<file path="config.mk">
export PLATFORM = sky130hd
export DESIGN_NAME = led_display_hub75_rx
export DESIGN_NICKNAME = d
export VERILOG_FILES = /design/src/rtl/led_display_hub75_rx.sv
export SDC_FILE = /design/constraint.sdc
export NUM_CORES = 1
export LEC_CHECK = 0
export ABC_CLOCK_PERIOD_IN_PS = 3200
export CAP_MARGIN = 5
export CORE_MARGIN = 10
export CORE_UTILIZATION = 45
export CTS_CLUSTER_SIZE = 8
export DETAILED_ROUTE_END_ITERATION = 6
export HOLD_SLACK_MARGIN = 0.02
export PLACE_DENSITY = 0.73
export SYNTH_ARGS = -nofsm -noshare
export SYNTH_HDL_FRONTEND = slang
export SYNTH_SLANG_ARGS = --single-unit
</file>
<file path="constraint.sdc">
create_clock -name clk_in -period 3.2 [get_ports clk_in]
set_clock_uncertainty 0.05 [all_clocks]
set_input_delay 0.96 -clock clk_in [delete_from_list [all_inputs] [get_ports clk_in]]
set_output_delay 0.96 -clock clk_in [all_outputs]
set_load 0.01 [all_outputs]
</file>
<file path="src/rtl/led_display_hub75_rx.sv">
// HUB75 receive-side model: synchronises the panel pins, detects bit-clock, latch and
// output-enable edges, and rebuilds per-pixel writes, per-line summaries, OE on-times
// and a frame counter from the scan order of the row address.
//
// state | meaning
// ------+------------------------------------------------------------
// IDLE  | no line in progress, waiting for the first bit clock
// SHIFT | pixels of the current line are being shifted in
// LATCH | latch is high; bit clocks here are protocol errors
module led_display_hub75_rx #(
    parameter int NUM_ROW_PIXELS = 32,
    parameter int NUM_COL_PIXELS = 64,
    parameter int SYNC_STAGES    = 2,
    localparam int ADDR_W        = $clog2(NUM_ROW_PIXELS / 2),
    localparam int COL_W         = $clog2(NUM_COL_PIXELS)
) (
    input  logic              clk_in,
    input  logic              reset_in,
    input  logic              bclk_in,
    input  logic [2:0]        rgb_top_in,
    input  logic [2:0]        rgb_bot_in,
    input  logic              latch_in,
    input  logic              oe_n_in,
    input  logic [ADDR_W-1:0] addr_in,
    output logic              pix_valid_out,
    output logic [COL_W-1:0]  pix_col_out,
    output logic [2:0]        pix_top_rgb_out,
    output logic [2:0]        pix_bot_rgb_out,
    output logic              line_valid_out,
    output logic [ADDR_W-1:0] line_row_out,
    output logic [COL_W:0]    line_len_out,
    output logic              line_err_out,
    output logic              oe_valid_out,
    output logic [15:0]       oe_time_out,
    output logic [15:0]       frame_cnt_out,
    output logic              err_sticky_out
);

    localparam int IN_W = 9 + ADDR_W;
    localparam logic [COL_W:0] COL_MAX = (COL_W + 1)'(NUM_COL_PIXELS);

    // oe_n idles high so a released reset never looks like an OE window ending
    localparam logic [IN_W-1:0] SYNC_INIT = {2'b00, 1'b1, 6'b000000, {ADDR_W{1'b0}}};

    typedef enum logic [1:0] {
        IDLE  = 2'd0,
        SHIFT = 2'd1,
        LATCH = 2'd2
    } state_t;

    logic [IN_W-1:0]   raw_pins;
    logic [IN_W-1:0]   sync_q [SYNC_STAGES];
    logic [IN_W-1:0]   synced;

    logic              s_bclk;
    logic              s_latch;
    logic              s_oe_n;
    logic [2:0]        s_top;
    logic [2:0]        s_bot;
    logic [ADDR_W-1:0] s_addr;

    logic              prev_bclk;
    logic              prev_latch;
    logic              prev_oe_n;

    logic              bclk_rise;
    logic              latch_rise;
    logic              latch_fall;
    logic              oe_rise;
    logic              oe_low;
    logic [2:0]        top_q;
    logic [2:0]        bot_q;
    logic [ADDR_W-1:0] addr_q;

    state_t            state;
    logic [COL_W:0]    col;
    logic              ovf_flag;
    logic              late_flag;
    logic              have_row;
    logic [15:0]       oe_cnt;

    logic              shift_ok;
    logic              pix_ok;
    logic              ovf_hit;
    logic              late_hit;
    logic [COL_W:0]    col_next;
    logic              line_err_c;

    assign raw_pins = {bclk_in, latch_in, oe_n_in, rgb_top_in, rgb_bot_in, addr_in};
    assign synced   = sync_q[SYNC_STAGES-1];
    assign {s_bclk, s_latch, s_oe_n, s_top, s_bot, s_addr} = synced;

    // Synchroniser chain, same depth for every pin so data stays aligned with its strobe
    always_ff @(posedge clk_in) begin
        if (reset_in) begin
            for (int i = 0; i < SYNC_STAGES; i++) begin
                sync_q[i] <= SYNC_INIT;
            end
        end else begin
            sync_q[0] <= raw_pins;
            for (int i = 1; i < SYNC_STAGES; i++) begin
                sync_q[i] <= sync_q[i-1];
            end
        end
    end

    // Edge-detect register: registered edge strobes plus data delayed to stay aligned
    always_ff @(posedge clk_in) begin
        if (reset_in) begin
            prev_bclk  <= 1'b0;
            prev_latch <= 1'b0;
            prev_oe_n  <= 1'b1;
            bclk_rise  <= 1'b0;
            latch_rise <= 1'b0;
            latch_fall <= 1'b0;
            oe_rise    <= 1'b0;
            oe_low     <= 1'b0;
            top_q      <= 3'b000;
            bot_q      <= 3'b000;
            addr_q     <= '0;
        end else begin
            prev_bclk  <= s_bclk;
            prev_latch <= s_latch;
            prev_oe_n  <= s_oe_n;
            bclk_rise  <= s_bclk & ~prev_bclk;
            latch_rise <= s_latch & ~prev_latch;
            latch_fall <= ~s_latch & prev_latch;
            oe_rise    <= s_oe_n & ~prev_oe_n;
            oe_low     <= ~s_oe_n;
            top_q      <= s_top;
            bot_q      <= s_bot;
            addr_q     <= s_addr;
        end
    end

    // Pixel acceptance and line error for this cycle; a bit clock coinciding with the latch
    // edge is accepted first so it lands in the line being closed
    always_comb begin
        shift_ok   = bclk_rise && (state != LATCH);
        pix_ok     = shift_ok && (col < COL_MAX);
        ovf_hit    = shift_ok && !(col < COL_MAX);
        late_hit   = bclk_rise && (state == LATCH);
        col_next   = col + {{COL_W{1'b0}}, pix_ok};
        line_err_c = (col_next != COL_MAX) || ovf_flag || ovf_hit || late_flag;
    end

    // Line FSM with registered pixel, line and frame outputs
    always_ff @(posedge clk_in) begin
        if (reset_in) begin
            state           <= IDLE;
            col             <= '0;
            ovf_flag        <= 1'b0;
            late_flag       <= 1'b0;
            have_row        <= 1'b0;
            pix_valid_out   <= 1'b0;
            pix_col_out     <= '0;
            pix_top_rgb_out <= 3'b000;
            pix_bot_rgb_out <= 3'b000;
            line_valid_out  <= 1'b0;
            line_row_out    <= '0;
            line_len_out    <= '0;
            line_err_out    <= 1'b0;
            frame_cnt_out   <= 16'h0000;
            err_sticky_out  <= 1'b0;
        end else begin
            pix_valid_out  <= 1'b0;
            line_valid_out <= 1'b0;

            if (pix_ok) begin
                pix_valid_out   <= 1'b1;
                pix_col_out     <= col[COL_W-1:0];
                pix_top_rgb_out <= top_q;
                pix_bot_rgb_out <= bot_q;
            end

            if (latch_rise) begin
                line_valid_out <= 1'b1;
                line_row_out   <= addr_q;
                line_len_out   <= col_next;
                line_err_out   <= line_err_c;
                if (line_err_c) begin
                    err_sticky_out <= 1'b1;
                end
                // Row address going backwards marks the start of a new frame
                if (have_row && (addr_q < line_row_out)) begin
                    frame_cnt_out <= frame_cnt_out + 16'h0001;
                end
                have_row  <= 1'b1;
                col       <= '0;
                ovf_flag  <= 1'b0;
                late_flag <= 1'b0;
                state     <= LATCH;
            end else begin
                col <= col_next;
                if (ovf_hit) begin
                    ovf_flag <= 1'b1;
                end
                if (late_hit) begin
                    late_flag <= 1'b1;
                end
                case (state)
                    IDLE: begin
                        if (bclk_rise) begin
                            state <= SHIFT;
                        end
                    end
                    SHIFT: begin
                        state <= SHIFT;
                    end
                    LATCH: begin
                        if (latch_fall) begin
                            state <= IDLE;
                        end
                    end
                    default: begin
                        state <= IDLE;
                    end
                endcase
            end
        end
    end

    // OE on-time measurement, saturating, reported when oe_n returns high
    always_ff @(posedge clk_in) begin
        if (reset_in) begin
            oe_cnt       <= 16'h0000;
            oe_valid_out <= 1'b0;
            oe_time_out  <= 16'h0000;
        end else begin
            oe_valid_out <= 1'b0;
            if (oe_rise) begin
                oe_valid_out <= 1'b1;
                oe_time_out  <= oe_cnt;
                oe_cnt       <= 16'h0000;
            end else if (oe_low && (oe_cnt != 16'hFFFF)) begin
                oe_cnt <= oe_cnt + 16'h0001;
            end
        end
    end

endmodule

</file>
==> flow_summary.toml, run 1 <==
[outcome]
status = "complete, no violations"

[sta]
finalSetupTns_ps = 0
max_slew_margin_pct = 67.3
drv_slew = 0
rsz0062_at_grt = "no"
hold_viol = 0
period_needed_ps = 2700
timing.fmax_mhz = 370
finalSetupViolations = 0
period_share_pct = 84.5
tightest_slew_ps = 478

[global_route]
first_global_vias = 3528
grt_first_pass_wirelength_um = 16400
grt_max_degree = 51
grt_antenna_before_repair = 0
grt_overflow_total = 0
grt.total_usage_pct = 13.2

[layout]
multiInputGateArea_um2 = 2000
fin_nets = 593
fillers = 869
layout-drive-gt1-share_pct = 8.73
antenna_cells = 0
finalInstanceArea_um2 = 6180
post-route-util_pct = 59.9
area_delta_synth_final_pct = 29.7
final-seq-area_um2 = 2640

[yosys]
syn_inst = 492
synth-async-reset-ratio_pct = 0
ys_ff_latch = 132
synthMostInstantiatedCell = "dfxtp_1"
synth_area_leaders = "dfxtp_1 55%, nor2_1 5.7%, mux2i_1 5.5%, nor2b_1 5.3%, nand2_1 3.4%"
synthFlopType = "dfxtp_1"
synthesis.nets = 514
netlist.top_cell.by_area = "dfxtp_1"
yosysUniqueCellTypes = 42
ys_warn_count = 0
ys_seq_area_share_pct = 55.4
yosysTopAreaCellShare_pct = 55.4
syn_avg_cell_area_um2 = 9.69
yosys-top-cells-count = "132 x dfxtp_1, 72 x nor2_1, 43 x nand2_1"
synth_enable_flop_cells = 0
syn-cell-area_um2 = 4770

[worst_hold_path]
hp-class = "reg2reg"

[die]
rows = 37
core_um2 = 10300
start_util_pct = 46.2
chipHeight_um = 123
die_w_um = 123
io_pins = 75
die_area_um2 = 15100

[routing]
vias = 3532
drc = 0
drt-initial-drc-count = 250
routedWlPerCell_um = 13.4
wl_um = 9660
via_per_inst = 4.91
ant_nets = 0
dr.pass1.iters = 4

[flow_run]
maxCapViolations = 0

[cts]
root_buffer = "clkbuf_8"
post_cts_resized = 0
ctsHoldBuffers = 0
cts.sinks = 132
tritoncts = "yes"
clk_latency_ps = 510
htree_levels = 4
ctsLongestPathBuffers = 2
cts_buffers = 17
clk_pin_slew_ps = 60
cts_setup_buffers = 0

[worst_setup_path]
cp-start-kind = "register"
cp-end-kind = "register"
crit_path_max_fanout = 14
path_class = "reg2reg"
required_ps = 3600
worst_ep_arrival_time_ps = 3100

[place]
dp.final_hpwl_um = 6860
port_buffers = 74
gp_congestion = 0.848
dpl-instance-area_um2 = 5640

[power]
peakVddDrop_mv = 0.360
power_density_nw_per_um2 = 566
leakage_uw = 0.00225
cells by family (layout without fill, tap and decap cells):
family                     Yosys count  in the layout  share of synthesized area [%]
and+or+nand+nor                    210            210                           21.6
DFF                                132            132                           55.4
AOI/OAI and AO/OA                   62             62                           8.72
buffers and inverters               31            123                           2.49
muxes                               26             26                           5.46
xor gates and xnor gates            24             24                           4.41
adders and majority gates            7              7                           1.84
critical path, stage by stage, from the launching register on:
cell	delay [ps]
dfxtp_1	340
nand2b_1	150
nand2_1	60
or2_2	400
inv_1	340
ha_1	280
ha_1	280
xnor2_1	140
and3_1	170
a311oi_1	340
a21o_1	120
cell type report:
class | count | area share, %
clock buffers | 19 | 7.14
clock inverters | 13 | 1.62
repair buffers | 80 | 12.7
flip-flops and latches | 132 | 42.7
multi-input cells | 329 | 32.4
well taps | 136 | 2.75
inverters | 11 | 0.668
sequential cells by signal, summed over array words and instances, names as in the netlist, 4 cells and up:
register and flops:
oe_time_out 16, col 7, frame_cnt_out 16, pix_col_out 6, addr_q 4, line_row_out 4, line_len_out 7, oe_cnt 16
sync_q 26
report_power, final:
part / internal, µW / switching [µW]
clock network: 999 / 716
registers: 1670 / 9.62
logic: 47.7 / 53.7
metal layers:
layer,routed length [µm],vias to the layer above,part of all wire [%],global-route usage [%]
met3,797,6,8.2,5.56
met5,0,-,0,0
met2,4310,94,45,20.0
met1,4480,1623,46,16.4
li1,-,1809,-,-
met4,78,0,0.81,5.23
worst paths after layout:
check	start	cells past startpoint	slack, ps	end
max	state[0]	10	500	line_err_out
max reg2reg	state[0]	10	500	line_err_out
min	prev_oe_n	1	340	oe_rise
min reg2reg	prev_oe_n	1	340	oe_rise
metrics by stage:
stage / hold slack (ps) / std cells / power (µW) / setup WS [ps]
after floorplan: 317 / 492 / 1780 / 852
final: 341 / 720 / 3500 / 495
after detailed placement: 333 / 688 / 1820 / 549
after CTS: 336 / 720 / 3530 / 512
after global placement: 327 / 688 / 1820 / 637
after global routing: 341 / 720 / 3620 / 280
placed cells by master (no fill, tap or decap), types with 2 or more instances in the layout:
cell type / n
clkinvlp_4: 5
nor3_1: 4
nand3_1: 11
clkinv_4: 3
a21o_1: 3
inv_1: 11
nand2b_1: 2
or2_2: 4
inv_6: 3
a211oi_1: 7
a21oi_1: 21
xnor2_1: 7
o211ai_2: 2
buf_4: 7
clkinv_2: 2
or3_1: 9
nor2_1: 72
o211ai_1: 4
clkdlybuf4s50_1: 73
o2111ai_1: 4
and2_1: 5
dfxtp_1: 132
nand2_1: 43
mux2i_1: 26
ha_1: 7
a31oi_1: 3
nor2b_1: 40
nand4_1: 4
xor2_1: 17
clkbuf_16: 16
and3_1: 7
clkbuf_8: 3
o21ai_0: 11
nor3b_1: 3
No activity file was read; power rests on OpenSTA's default activity.
==> run 2: changes to the inputs <==
ABC_CLOCK_PERIOD_IN_PS = 2600   (was 3200)
clock period = 2.6 ns   (was 3.2 ns; I/O delays follow)
==> run 2 against run 1 <==
Utilization increased by 0.69 points. Setup slack got worse by 220 ps. Largest power group unchanged. Sequential power increased by 23%. Sequential cell count unchanged.
==> flow_summary.toml, run 2 (same netlist as run 1, synthesis figures left out) <==
[place]
place_ws_ps = 405
dp.final_hpwl_um = 6900
port_buffers = 74
gp_congestion = 0.865
dpl-instance-area_um2 = 5660

[global_route]
grt_max_degree = 33
grt_antenna_before_repair = 0
grt_first_pass_wirelength_um = 16300
grt.total_usage_pct = 13.2
first_global_vias = 3528
grt_overflow_total = 0

[sta]
max_slew_margin_pct = 65.7
layout_setup_ws_ps = 272
timing.fmax_mhz = 430
drv_slew = 0
finalSetupViolations = 0
period_share_pct = 89.5
tightest_slew_ps = 502
finalSetupTns_ps = 0
period_needed_ps = 2330
hold_viol = 0
rsz0062_at_grt = "no"

[layout]
antenna_cells = 0
fillers = 861
fin_nets = 596
post-route-util_pct = 60.6
largest_reg_flops = 26
layout-drive-gt1-share_pct = 8.86
layout_commonest_cell = "dfxtp_1"
top_register = "sync_q"
area_delta_synth_final_pct = 31.2
layout_common_cells = "132 x dfxtp_1, 73 x clkdlybuf4s50_1, 72 x nor2_1"
finalInstanceArea_um2 = 6250

[cts]
ctsHoldBuffers = 0
cts.sinks = 132
clk_pin_slew_ps = 60
cts_buffers = 17
htree_levels = 4
ctsLongestPathBuffers = 2
cts_setup_buffers = 0
tritoncts = "yes"
clk_latency_ps = 490
post_cts_resized = 0
root_buffer = "clkbuf_8"

[die]
io_pins = 75
die_w_um = 123
start_util_pct = 46.2
core_um2 = 10300
die_area_um2 = 15100
chipHeight_um = 123
rows = 37

[power]
leakage_uw = 0.00228
peakVddDrop_mv = 0.473
power_uw = 4520
power_density_nw_per_um2 = 723

[worst_hold_path]
hold_path_end = "bclk_rise"
hp-class = "reg2reg"
whs_path_depth = 1
hold_start = "prev_bclk"

[worst_setup_path]
cp-start-kind = "register"
required_ps = 1770
slowest_stage = "clkdlybuf4s50_1"
cp.buffers_inverters = 1
path_class = "reg2out"
cp_top_family = "buffers and inverters"
crit_path_max_fanout = 6
r2r.worst_path.cells = 10
rrSetupSlack_ps = 390
critPathMaxStageDelay_ps = 590
worst_ep_arrival_time_ps = 1500
reg2reg_to = "err_sticky_out"
worstPathCellList = "clkdlybuf4s50_1"
cp-end-kind = "primary output"
timing.rr.start = "state[0]"

[routing]
ant_nets = 0
routedWlPerCell_um = 13.3
vias = 3592
dr.pass1.iters = 4
drc = 0
wl_um = 9610
drt-initial-drc-count = 257
via_per_inst = 4.97

[outcome]
status = "complete, no violations"

[flow_run]
maxCapViolations = 0
==> run 2: metrics by stage <==
stage | cells | hold slack, ps
2_1_floorplan | 492 | 317
3_3_place_gp | 691 | 323
3_5_place_dp | 691 | 330
4_1_cts | 723 | 341
5_1_grt | 723 | 355
6_report | 723 | 336
==> run 2: worst max-delay path by stage <==
stage	start	end	slack [ps]	depth (start not counted)
after floorplan	state[0]	err_sticky_out	250	12
after global placement	state[0]	line_err_out	510	10
after detailed placement	state[0]	line_err_out	410	10
after CTS	frame_cnt_out[2]	frame_cnt_out[2]	230	1
after global routing	frame_cnt_out[2]	frame_cnt_out[2]	190	1
final	frame_cnt_out[2]	frame_cnt_out[2]	270	1
==> run 2: layout make-up <==
cell class	count	area (µm²)	share of cell area, %
clock buffers	20	435	6.96
clock inverters	12	155	2.48
inverters	11	41.3	0.660
multi-input cells	329	2000	32.0
flip-flops and latches	132	2640	42.2
well taps	136	170	2.72
repair buffers	83	806	12.9
==> run 2: worst register-to-register path: cells and delay by family (launching register included) <==
family	cells	cell delay, ps
xor gates and xnor gates	1	140
AOI/OAI and AO/OA	2	460
buffers and inverters	1	80
DFF	1	330
adders and majority gates	2	460
and+or+nand+nor	4	640
==> run 2: metal layers <==
layer / wire length [µm] / GRT usage, % / up-vias
li1: - / - / 1820
met1: 4520 / 16.4 / 1668
met2: 4360 / 20.5 / 100
met3: 687 / 5.01 / 4
met4: 46 / 4.93 / 0
met5: 0 / 0 / -
==> run 2: power breakdown <==
part / switching, µW / internal (µW) / total [µW]
Sequential: 11.7 / 2060 / 2070
Combinational: 66.7 / 60.4 / 127
Clock: 841 / 1490 / 2330
